<file path="src/rtl/red_pitaya_exp_trig_if.sv">
`default_nettype none
// ============================================================================
// Module   : red_pitaya_exp_trig_if
// Brief    : System-bus port bundle for the expansion-connector trigger router.
//            The bus master drives address/data/strobes; the router returns
//            read data, error and acknowledge.
// Revision : 1.0  initial release
// ============================================================================
interface red_pitaya_exp_trig_if;
   logic [31:0] sys_addr;
   logic [31:0] sys_wdata;
   logic [3:0]  sys_sel;
   logic        sys_wen;
   logic        sys_ren;
   logic [31:0] sys_rdata;
   logic        sys_err;
   logic        sys_ack;

   modport master (
      output sys_addr, sys_wdata, sys_sel, sys_wen, sys_ren,
      input  sys_rdata, sys_err, sys_ack
   );

   modport slave (
      input  sys_addr, sys_wdata, sys_sel, sys_wen, sys_ren,
      output sys_rdata, sys_err, sys_ack
   );
endinterface
`default_nettype wire

</file>
<file path="src/rtl/red_pitaya_exp_trig.sv">
`default_nettype none
// ============================================================================
// Module   : red_pitaya_exp_trig
// Brief    : Expansion-connector trigger router. Per pin: OR-mask source
//            select over DSP/ASG triggers plus a manual bit, polarity invert
//            and a programmable pulse stretcher. Pin inputs are synchronised,
//            edge-detected, latched into sticky flags and can raise trig_o.
//            Optional feature macro: EXP_TRIG_CNT_EN (per-pin 32-bit
//            rising-edge counters at 0xC0+4k).
// Revision : 1.0  initial release
// ============================================================================
module red_pitaya_exp_trig #(
   parameter int NPIN = 8,
   parameter int NDSP = 16,
   parameter int NASG = 2,
   parameter int STRW = 16
) (
   input  logic                 clk_i,
   input  logic                 rst_i,
   input  logic [NDSP-1:0]      dsp_trig_i,
   input  logic [NASG-1:0]      asg_trig_i,
   input  logic [NPIN-1:0]      exp_dat_i,
   output logic [NPIN-1:0]      exp_dat_o,
   output logic [NPIN-1:0]      exp_dir_o,
   output logic                 trig_o,
   red_pitaya_exp_trig_if.slave bus
);
   localparam int            c_mw       = NDSP + NASG + 1;
   localparam logic [c_mw-1:0] c_mask_rst = {{NASG{1'b0}}, 1'b1, {NDSP{1'b0}}};

   // configuration
   logic [NPIN-1:0]            r_dir;
   logic [NPIN-1:0]            r_manual;
   logic [5:0]                 r_tsel;
   logic [NPIN-1:0][c_mw-1:0]  r_mask;
   logic [NPIN-1:0]            r_inv;
   logic [NPIN-1:0][STRW-1:0]  r_len;
   // output path
   logic [NPIN-1:0]            w_src;
   logic [NPIN-1:0]            r_raw;
   logic [NPIN-1:0]            r_raw_d;
   logic [NPIN-1:0][STRW-1:0]  r_cnt;
   logic [NPIN-1:0]            r_exp_dat;
   // input path
   logic [NPIN-1:0]            r_s1, r_s2, r_s3;
   logic [NPIN-1:0]            w_rise, w_fall, w_clr;
   logic [15:0]                w_rise16, w_fall16;
   logic [NPIN-1:0]            r_sticky;
   logic                       w_trig, r_trig;
   // bus
   logic [17:0]                w_word;
   logic [3:0]                 w_idx;
   logic                       w_sel_cfg, w_sel_len, w_sel_cnt;
   logic [31:0]                w_rdata, r_rdata;
   logic                       r_ack;
   logic                       w_unused_ok;

   // Word-address decode; byte lanes and address bits above 19 play no part.
   assign w_word    = bus.sys_addr[19:2];
   assign w_idx     = w_word[3:0];
   assign w_sel_cfg = (w_word[17:4] == 14'd1);
   assign w_sel_len = (w_word[17:4] == 14'd2);
   assign w_sel_cnt = (w_word[17:4] == 14'd3);
   assign w_unused_ok = ^{bus.sys_sel, bus.sys_addr, bus.sys_wdata, w_sel_cnt};

   // Bus-writable configuration; a write lands on the same edge that raises ack.
   always_ff @(posedge clk_i or posedge rst_i) begin
      if (rst_i) begin
         r_dir    <= '0;
         r_manual <= '0;
         r_tsel   <= '0;
         r_inv    <= '0;
         for (int k = 0; k < NPIN; k++) begin
            r_mask[k] <= c_mask_rst;
            r_len[k]  <= '0;
         end
      end else if (bus.sys_wen) begin
         if (w_word == 18'd0) r_dir    <= bus.sys_wdata[NPIN-1:0];
         if (w_word == 18'd1) r_manual <= bus.sys_wdata[NPIN-1:0];
         if (w_word == 18'd4) r_tsel   <= bus.sys_wdata[5:0];
         for (int k = 0; k < NPIN; k++) begin
            if (w_sel_cfg && (w_idx == 4'(k))) begin
               r_mask[k] <= bus.sys_wdata[c_mw-1:0];
               r_inv[k]  <= bus.sys_wdata[31];
            end
            if (w_sel_len && (w_idx == 4'(k))) r_len[k] <= bus.sys_wdata[STRW-1:0];
         end
      end
   end

   // Per-pin source: OR over the masked {asg, manual, dsp} trigger vector.
   always_comb begin
      w_src = '0;
      for (int k = 0; k < NPIN; k++)
         w_src[k] = |({asg_trig_i, r_manual[k], dsp_trig_i} & r_mask[k]);
   end

   // Source capture, stretch counter (reloads on every raw rising edge) and pin register.
   always_ff @(posedge clk_i or posedge rst_i) begin
      if (rst_i) begin
         r_raw     <= '0;
         r_raw_d   <= '0;
         r_cnt     <= '0;
         r_exp_dat <= '0;
      end else begin
         r_raw   <= w_src;
         r_raw_d <= r_raw;
         for (int k = 0; k < NPIN; k++) begin
            if (r_raw[k] && !r_raw_d[k])
               r_cnt[k] <= r_len[k];
            else if (r_cnt[k] != '0)
               r_cnt[k] <= r_cnt[k] - STRW'(1);
            r_exp_dat[k] <= (r_raw[k] | (r_cnt[k] != '0)) ^ r_inv[k];
         end
      end
   end

   // Two-flop synchroniser plus one history stage for edge detection.
   always_ff @(posedge clk_i or posedge rst_i) begin
      if (rst_i) begin
         r_s1 <= '0;
         r_s2 <= '0;
         r_s3 <= '0;
      end else begin
         r_s1 <= exp_dat_i;
         r_s2 <= r_s1;
         r_s3 <= r_s2;
      end
   end

   assign w_rise = r_s2 & ~r_s3;
   assign w_fall = ~r_s2 & r_s3;
   assign w_clr  = (bus.sys_wen && (w_word == 18'd3)) ? bus.sys_wdata[NPIN-1:0] : '0;

   // Trigger select; vectors padded to 16 so an index past NPIN finds no edge.
   always_comb begin
      w_rise16 = '0;
      w_fall16 = '0;
      w_rise16[NPIN-1:0] = w_rise;
      w_fall16[NPIN-1:0] = w_fall;
      w_trig = (r_tsel[4] & w_rise16[r_tsel[3:0]]) | (r_tsel[5] & w_fall16[r_tsel[3:0]]);
   end

   // Sticky flags (a new edge beats a simultaneous clear) and the trigger pulse.
   always_ff @(posedge clk_i or posedge rst_i) begin
      if (rst_i) begin
         r_sticky <= '0;
         r_trig   <= 1'b0;
      end else begin
         r_sticky <= (r_sticky & ~w_clr) | w_rise;
         r_trig   <= w_trig;
      end
   end

`ifdef EXP_TRIG_CNT_EN
   logic [NPIN-1:0][31:0] r_ecnt;

   // Rising-edge counters; a write clears, an edge in that same cycle counts as the first.
   always_ff @(posedge clk_i or posedge rst_i) begin
      if (rst_i) begin
         r_ecnt <= '0;
      end else begin
         for (int k = 0; k < NPIN; k++) begin
            if (bus.sys_wen && w_sel_cnt && (w_idx == 4'(k)))
               r_ecnt[k] <= {31'd0, w_rise[k]};
            else if (w_rise[k])
               r_ecnt[k] <= r_ecnt[k] + 32'd1;
         end
      end
   end
`endif

   // Read multiplexer; unmapped words and unused bits read as zero.
   always_comb begin
      w_rdata = '0;
      case (w_word)
         18'd0:   w_rdata[NPIN-1:0] = r_dir;
         18'd1:   w_rdata[NPIN-1:0] = r_manual;
         18'd2:   w_rdata[NPIN-1:0] = r_s2;
         18'd3:   w_rdata[NPIN-1:0] = r_sticky;
         18'd4:   w_rdata[5:0]      = r_tsel;
         default: ;
      endcase
      for (int k = 0; k < NPIN; k++) begin
         if (w_sel_cfg && (w_idx == 4'(k))) begin
            w_rdata[c_mw-1:0] = r_mask[k];
            w_rdata[31]       = r_inv[k];
         end
         if (w_sel_len && (w_idx == 4'(k))) w_rdata[STRW-1:0] = r_len[k];
`ifdef EXP_TRIG_CNT_EN
         if (w_sel_cnt && (w_idx == 4'(k))) w_rdata = r_ecnt[k];
`endif
      end
   end

   // Bus response: ack one cycle after any strobe, read data captured alongside.
   always_ff @(posedge clk_i or posedge rst_i) begin
      if (rst_i) begin
         r_ack   <= 1'b0;
         r_rdata <= '0;
      end else begin
         r_ack   <= bus.sys_wen | bus.sys_ren;
         r_rdata <= bus.sys_ren ? w_rdata : '0;
      end
   end

   assign bus.sys_rdata = r_rdata;
   assign bus.sys_ack   = r_ack;
   assign bus.sys_err   = 1'b0;
   assign exp_dat_o     = r_exp_dat;
   assign exp_dir_o     = r_dir;
   assign trig_o        = r_trig;
endmodule
`default_nettype wire
</file>
<file path="src/flat_wrapper.sv">
// flat-port wrapper written by rule: the top's interface ports become plain ports
module red_pitaya_exp_trig_flat 
#(
   parameter int NPIN = 8,
   parameter int NDSP = 16,
   parameter int NASG = 2,
   parameter int STRW = 16
)
  (clk_i, rst_i, dsp_trig_i, asg_trig_i, exp_dat_i, exp_dat_o, exp_dir_o, trig_o, bus_sys_addr, bus_sys_wdata, bus_sys_sel, bus_sys_wen, bus_sys_ren, bus_sys_rdata, bus_sys_err, bus_sys_ack);
  red_pitaya_exp_trig_if bus_i ();
  input  logic clk_i;
  input  logic rst_i;
  input  logic [NDSP-1:0] dsp_trig_i;
  input  logic [NASG-1:0] asg_trig_i;
  input  logic [NPIN-1:0] exp_dat_i;
  output logic [NPIN-1:0] exp_dat_o;
  output logic [NPIN-1:0] exp_dir_o;
  output logic trig_o;
  input wire logic [$bits(bus_i.sys_addr)-1:0] bus_sys_addr;
  input wire logic [$bits(bus_i.sys_wdata)-1:0] bus_sys_wdata;
  input wire logic [$bits(bus_i.sys_sel)-1:0] bus_sys_sel;
  input wire logic [$bits(bus_i.sys_wen)-1:0] bus_sys_wen;
  input wire logic [$bits(bus_i.sys_ren)-1:0] bus_sys_ren;
  output wire logic [$bits(bus_i.sys_rdata)-1:0] bus_sys_rdata;
  output wire logic [$bits(bus_i.sys_err)-1:0] bus_sys_err;
  output wire logic [$bits(bus_i.sys_ack)-1:0] bus_sys_ack;
  assign bus_i.sys_addr = bus_sys_addr;
  assign bus_i.sys_wdata = bus_sys_wdata;
  assign bus_i.sys_sel = bus_sys_sel;
  assign bus_i.sys_wen = bus_sys_wen;
  assign bus_i.sys_ren = bus_sys_ren;
  assign bus_sys_rdata = bus_i.sys_rdata;
  assign bus_sys_err = bus_i.sys_err;
  assign bus_sys_ack = bus_i.sys_ack;
  red_pitaya_exp_trig #(.NPIN(NPIN), .NDSP(NDSP), .NASG(NASG), .STRW(STRW)) u_core (.clk_i(clk_i), .rst_i(rst_i), .dsp_trig_i(dsp_trig_i), .asg_trig_i(asg_trig_i), .exp_dat_i(exp_dat_i), .exp_dat_o(exp_dat_o), .exp_dir_o(exp_dir_o), .trig_o(trig_o), .bus(bus_i));
endmodule
</file>
<file path="config.mk">
export PLATFORM = sky130hd
export DESIGN_NAME = red_pitaya_exp_trig_flat
export DESIGN_NICKNAME = d
export VERILOG_FILES = /design/src/rtl/red_pitaya_exp_trig_if.sv /design/src/rtl/red_pitaya_exp_trig.sv /design/src/flat_wrapper.sv
export SDC_FILE = /design/constraint.sdc
export NUM_CORES = 1
export LEC_CHECK = 0
export CAP_MARGIN = 20
export CORE_MARGIN = 2
export CORE_UTILIZATION = 35
export DETAILED_ROUTE_END_ITERATION = 10
export DONT_BUFFER_PORTS = 1
export PLACE_DENSITY = 0.48
export SLEW_MARGIN = 25
export SYNTH_ARGS = -nofsm -noshare
export SYNTH_HDL_FRONTEND = slang
export SYNTH_SLANG_ARGS = --single-unit
export TNS_END_PERCENT = 30
</file>
<file path="constraint.sdc">
create_clock -name clk_i -period 22 [get_ports clk_i]
set_input_delay 1.1 -clock clk_i [delete_from_list [all_inputs] [get_ports clk_i]]
set_output_delay 1.1 -clock clk_i [all_outputs]
set_load 0.1 [all_outputs]
</file>
==> results of run 1 <==
==> metrics by stage <==
| step | setup WS (ns) | hold WS, ns | utilization |
|---|---|---|---|
| 2_1_floorplan | 6.50 | 0.331 | - |
| 3_3_place_gp | 17.03 | 0.335 | 0.364 |
| 3_5_place_dp | 17.00 | 0.339 | 0.364 |
| 4_1_cts | 17.67 | 0.350 | 0.392 |
| 5_1_grt | 17.47 | 0.355 | 0.394 |
| 6_report | 17.50 | 0.341 | 0.394 |
==> worst reg2reg max path, stage by stage (launching register included) <==
cell and delay [ns]:
dfrtp_1 0.75, and3_1 0.34, a2111oi_0 0.82, a21oi_1 0.31
o31ai_1 0.65, a21oi_1 0.21
==> layout make-up <==
class	instances	area (um^2)	area share
diodes	4	10.0	0.000357
multi-input cells	1605	11500	0.410
flip-flops and latches	516	12900	0.461
repair buffers	32	293	0.0104
clock buffers	87	1750	0.0625
well taps	950	1190	0.0424
clock inverters	23	268	0.00955
inverters	25	101	0.00361
==> kinds of logic after synthesis <==
| kind of cell | share of synthesized area |
|---|---|
| AO/OA/AOI/OAI | 0.129 |
| XOR/XNOR | 0.0373 |
| adder cells (fa/ha/maj) | 0.00399 |
| buffers and inverters | 0.0302 |
| flip-flops | 0.515 |
| multiplexers | 0.145 |
| other | 0.000149 |
| AND/OR/NAND/NOR | 0.140 |
==> power breakdown <==
part	internal, mW	total (mW)	switching [mW]
clock network	0.608	1.03	0.420
logic	0.365	0.802	0.437
registers	1.05	1.13	0.0797
==> sequential cells by signal, summed over array words and instances (netlist names), 20 cells and up <==
| register | cells |
|---|---|
| u_core.bus.sys_rdata | 20 |
| u_core.r_cnt | 128 |
| u_core.r_len | 128 |
| u_core.r_mask | 152 |
==> per-layer routing <==
| metal | up-vias | part of all wire | global-route usage |
|---|---|---|---|
| met5 | - | 0.00032 | 0 |
| met4 | 4 | 0.041 | 0.0969 |
| met3 | 228 | 0.079 | 0.0507 |
| met2 | 963 | 0.45 | 0.388 |
| met1 | 10200 | 0.43 | 0.358 |
| li1 | 8302 | - | - |
==> synth_stat cells, drive strengths merged (18+ instances only) <==
cell type and number:
a21oi 48, a221oi 34, a222oi 18, a22o 22, a22oi 84, buf 37
clkbuf 118, dfrtp 508, inv 24, mux2 317, nand2 222, nand2b 18
nand3 47, nand4 24, nor2 152, nor2b 30, nor3 71, nor4 47
o21ai 132, o31ai 29, xnor2 88, xor2 19
==> final timing paths <==
check                                         start                       end  slack, ns
max in group asynchronous                     rst_i         u_core.r_mask[45]      19.26
min in group asynchronous                     rst_i          u_core.r_len[37]       0.49
worst max-delay path                bus_sys_addr[9]  u_core.bus.sys_rdata[11]      17.50
worst min register to register       u_core.r_s1[7]            u_core.r_s2[7]       0.34
worst max register to register  u_core.exp_dir_o[2]   u_core.bus.sys_rdata[2]      18.77
worst min-delay path                 u_core.r_s1[7]            u_core.r_s2[7]       0.34
==> impl_results.md, run 1 <==
* Status: finished, final reports clean
* Prevailing post-synth register cell: dfrtp_1
* Final setup fails at 0
* 1st-iter DRT viols at around 2.2k
* Startpoint Class: input pin
* Share of the synthesized area in the top cell type at 0.507
* Fraction of registers with async set/reset at 1.00
* Root buffer cell: clkbuf_16
* Final Max Tran Viols at 0
* R2R depth at 5
* Critical path type: input pin to flip-flop
* Drt total wl at around 95000 um
* Seq cells post-synth at between 500 and 600
* Post-route ant nets at 0
* Via count at around 20k
* Post-route minimum period at between 4 and 5 ns
* CTS Hold Bufs at 0
* Nets at 2344
* DRC viols at 0
* Worst Hold Depth at 0
* Main area contributors after synthesis: dfrtp_1 (51%), mux2_2 (14%), nand2_1 (3.3%)
* Area leader, netlist: dfrtp_1
* CTS tree: yes
* Post-CTS Setup Bufs at 0
* Area Growth Syn to Fin at 11.8%
* Max-cap violation count at 0
* Placed Area at approximately 26000 um^2
* Placed cells at roughly 3.1k
* Share of layout cells above drive strength 1 at 0.222
* Final Cycle Share at 0.205
* Slowest-stage cell, CP: nor2_1
* Post_cts resized at 0
* Delay-heaviest family, CP: simple AND/OR/NAND/NOR gates
* H-Tree Depth at 2
* Die width at roughly 270 um
* Total of warnings raised by yosys at 0
* I/O Buffers at 0
* Rows at between 90 and 100
* Register area share after synthesis at 0.515
* Non-Filler Instances at 3242
* Fin. Hold Viols at 0
* Leak at around 13 nW
* # IOs at 149
* Setup Skew at ~0.047 ns
* Final Cell Area at between 20000 and 30000 um^2
* Core footprint at between 70000 and 80000 um^2
* Maximum root-to-sink buffer count at 3
* Area of the mapped netlist at approximately 25000 um^2
* Vias/cell at between 6 and 7
* RSZ-0062 raised after global routing: false
* CP arrival at approximately 5.1 ns
* Die H at ~270 um
* Hold WC Path Type: flip-flop to flip-flop
* Gr usage total at 0.255
* Num CTS Buffers at a little under 60
* Clock latency on the worst-skew pair at between 0.6 and 0.7 ns
* Total grt overflow at 0
* DP HPWL at 65800 um
* Number of synthesized flops with an enable pin at 0
* WP depth at 8
* Initial antenna violation count at 5
* Starting Density at 0.352
* Worst Path Required at roughly 23 ns
* Synth Instances at about 2.3k
* CP endpoint kind: flip-flop
* Largest stage delay, worst path at ~0.71 ns
* Worst slew margin at 0.142
* Worst IR drop on VDD at between 0.06 and 0.07 mV
* Clk pin slew, worst setup/hold paths at about 0.06 ns
* TritonRoute pass-1 iters at 7
* Synth unique cells at 82
* Worst path cell trace: nor4_4, nand4_2, nor2_1, buf_4, a2111oi_0, o311a_1, a2111oi_2, o221a_1
* Total Power at approximately 3.0 mW
* Vias in the first global route at about 19k
* Global placement routability congestion at 0.950
* WL/cell at ~29 um
* Critical path fanouts, max at 14
* Max Fclk at roughly 220 MHz
* Fill cell count at around 6.9k
* Die area at 73900 um^2
* Power density cells at 105 nW/um^2
* Setup TNS at 0 ns
* Commonest non-fill, non-tap cell in the layout: dfrtp_1
* First-pass GRT wire length at ~140000 um
* WP buf/inv at 1
* Pin count of the biggest net entering global routing at between 150 and 200
* Commonest cells after routing, fill and taps aside: dfrtp_1 (508), mux2_2 (317), nand2_1 (219), nor2_1 (148), o21ai_0 (98)
* Worst Tran Pin Value at between 1 and 1.5 ns
* Sink Count at between 500 and 600
* Syn_area_per_cell at 11.0 um^2
(Power assumes the default switching activity.)
==> run 2, diff against run 1 <==
--- a/config.mk
+++ b/config.mk
@@ -10,7 +10,7 @@
 export CORE_UTILIZATION = 35
 export DETAILED_ROUTE_END_ITERATION = 10
 export DONT_BUFFER_PORTS = 1
-export PLACE_DENSITY = 0.48
+export PLACE_DENSITY = 0.5
 export SLEW_MARGIN = 25
 export SYNTH_ARGS = -nofsm -noshare
 export SYNTH_HDL_FRONTEND = slang
==> constraint.sdc (replaced) <==
create_clock -name clk_i -period 3.8 [get_ports clk_i]
set_input_delay 0.19 -clock clk_i [delete_from_list [all_inputs] [get_ports clk_i]]
set_output_delay 0.19 -clock clk_i [all_outputs]
set_load 0.1 [all_outputs]
==> impl_results.md, run 2 (synthesized netlist as in run 1, its figures left out) <==
* Status: finished, final reports clean
* Setup WS pre-CTS at approximately 0.63 ns
* Die H at ~270 um
* Slowest-stage cell, CP: nor3_1
* Critical path type: flip-flop to flip-flop
* Rows at about 100
* Final worst setup slack at approximately 0.42 ns
* Setup Skew at around 0.015 ns
* Worst Path Required at approximately 4.3 ns
* Initial antenna violation count at 5
* Max Fclk at just under 300 MHz
* Global placement routability congestion at about 0.95
* Nets at between 2k and 2.5k
* Placed Area at roughly 26000 um^2
* I/O Buffers at 0
* Most used cell, CP: nor4_1
* Reg power frac at 0.386
* H-Tree Depth at 2
* Area Growth Syn to Fin at 15.7%
* Placed cells at between 3k and 4k
* CTS tree: yes
* Share of layout cells above drive strength 1 at 0.222
* Drt total wl at 95800 um
* Setup TNS at 0 ns
* Total Power at ~17 mW
* Vias/cell at between 6 and 7
* Post-route ant nets at 0
* Largest stage delay, worst path at around 0.68 ns
* Post-route minimum period at ~3.4 ns
* Final setup fails at 0
* Switch Pwr at 5.44 mW
* Gr usage total at 0.257
* 1st-iter DRT viols at approximately 2.4k
* Fin. Hold Viols at 0
* Max reg flops at ~150
* Commonest non-fill, non-tap cell in the layout: dfrtp_1
* Clock latency on the worst-skew pair at just over 0.6 ns
* Maximum root-to-sink buffer count at 3
* WL/cell at about 29 um
* Hold slack at 0.0419 ns
* Via count at approximately 20k
* Worst path cell trace: inv_1, ha_1, or3b_2, nor4_1, nand3_1, nor3_1, buf_4, nor4_1, xnor2_1, o21ai_0
* Worst slew margin at 0.275
* Startpoint Class: flip-flop
* Top Registers: u_core.r_mask x152, u_core.r_cnt x128, u_core.r_len x128
* # IOs at around 150
* CP arrival at ~3.9 ns
* Die area at ~74000 um^2
* Root buffer cell: clkbuf_16
* Vias in the first global route at roughly 20k
* Core footprint at about 71000 um^2
* Final Max Tran Viols at 0
* Die width at 272 um
* Total grt overflow at 0
* Clk pwr share at 0.326
* Hold WC Path Type: input pin to flip-flop
* Fill cell count at between 6k and 7k
* Starting Density at 0.352
* DP HPWL at roughly 65000 um
* Delay-heaviest family, CP: simple AND/OR/NAND/NOR gates
* Sink Count at between 500 and 600
* Pin count of the biggest net entering global routing at 126
* Critical path fanouts, max at 7
* Clk pin slew, worst setup/hold paths at about 0.060 ns
* Final core utilization at 0.408
* Post_cts resized at 0
* CP endpoint kind: flip-flop
* WP buf/inv at 2
* Non-Filler Instances at about 3.3k
* Switching fraction of total power at 0.322
* Commonest cells after routing, fill and taps aside: dfrtp_1 (508), mux2_2 (317), nand2_1 (221), nor2_1 (148), o21ai_0 (98)
* Top reg by flops: u_core.r_mask
* First-pass GRT wire length at between 100000 and 150000 um
* Worst Tran Pin Value at 1.08 ns
* TritonRoute pass-1 iters at 7
* Leak at about 13 nW
* DRC viols at 0
* Power density cells at roughly 580 nW/um^2
* Final Cycle Share at 0.889
* Int Power at 11.5 mW
* RSZ-0062 raised after global routing: false
* Num CTS Buffers at 58
* Combinational share of power at 0.288
* Worst IR drop on VDD at a little under 0.4 mV
* Final Cell Area at 29000 um^2
* Max-cap violation count at 0
[run 2: changes by cell type in the layout (fill, tap and decap cells not counted), sizes merged]
cell and delta:
bufinv -4, clkinv -7, clkinvlp +2, clkbuf +1, buf +39, inv -3, dlygate4sd3 +70, diode -1
[run 2: power groups by stage]
stage | Combinational [mW] | Sequential (mW) | Clock [mW]
finish | 4.87 | 6.52 | 5.50
floorplan | 3.87 | 6.53 | 0
detailed placement | 4.64 | 6.61 | 0
CTS | 4.87 | 6.52 | 5.61
global placement | 4.47 | 6.59 | 0
global route | 5.46 | 6.59 | 5.82
[run 2: area by class of cell]
class	count	area [um^2]	share of cell area
Timing Repair Buffer	141	1470	0.0506
Clock buffer	88	1760	0.0605
Sequential cell	516	12900	0.445
Tap cell	950	1190	0.0409
Clock inverter	11	87.6	0.00302
Multi-Input combinational cell	1605	11500	0.396
Antenna cell	3	7.51	0.000259
Inverter	25	97.6	0.00336
[run 2: final timing paths]
| path | end | from | cells past startpoint | slack [ns] |
|---|---|---|---|---|
| hold / removal | u_core.r_mask[25] | bus_sys_addr[7] | 3 | 0.04 |
| max in group asynchronous | u_core.bus.sys_rdata[6] | rst_i | 3 | 2.47 |
| min in group asynchronous | u_core.r_cnt[45] | rst_i | 2 | 0.19 |
| setup reg to reg | u_core.r_cnt[121] | u_core.r_cnt[112] | 10 | 0.42 |
| hold reg to reg | u_core.r_s2[7] | u_core.r_s1[7] | 0 | 0.35 |
| setup / recovery | u_core.r_cnt[121] | u_core.r_cnt[112] | 10 | 0.42 |
[run 2: layer usage]
metal  part of all wire  routed length [um]  GRT usage  up-vias
met4              0.055                5270      0.126        8
li1                   -                   -          -     8508
met3              0.093                8950     0.0550      316
met1               0.42               39900      0.353    10200
met5            0.00050                  48          0        -
met2               0.44               41700      0.384     1168
[run 2: what timing repair did]
item                      in CTS  in global routing
hold buffers                  86                  0
setup buffers                  0                  0
hold endpoints to repair     368                  0
[run 2: worst min-delay path: cells and delay by family]
family | cells | cell delay, ns
and+or+nand+nor | 2 | 0.27
muxes | 1 | 0.16
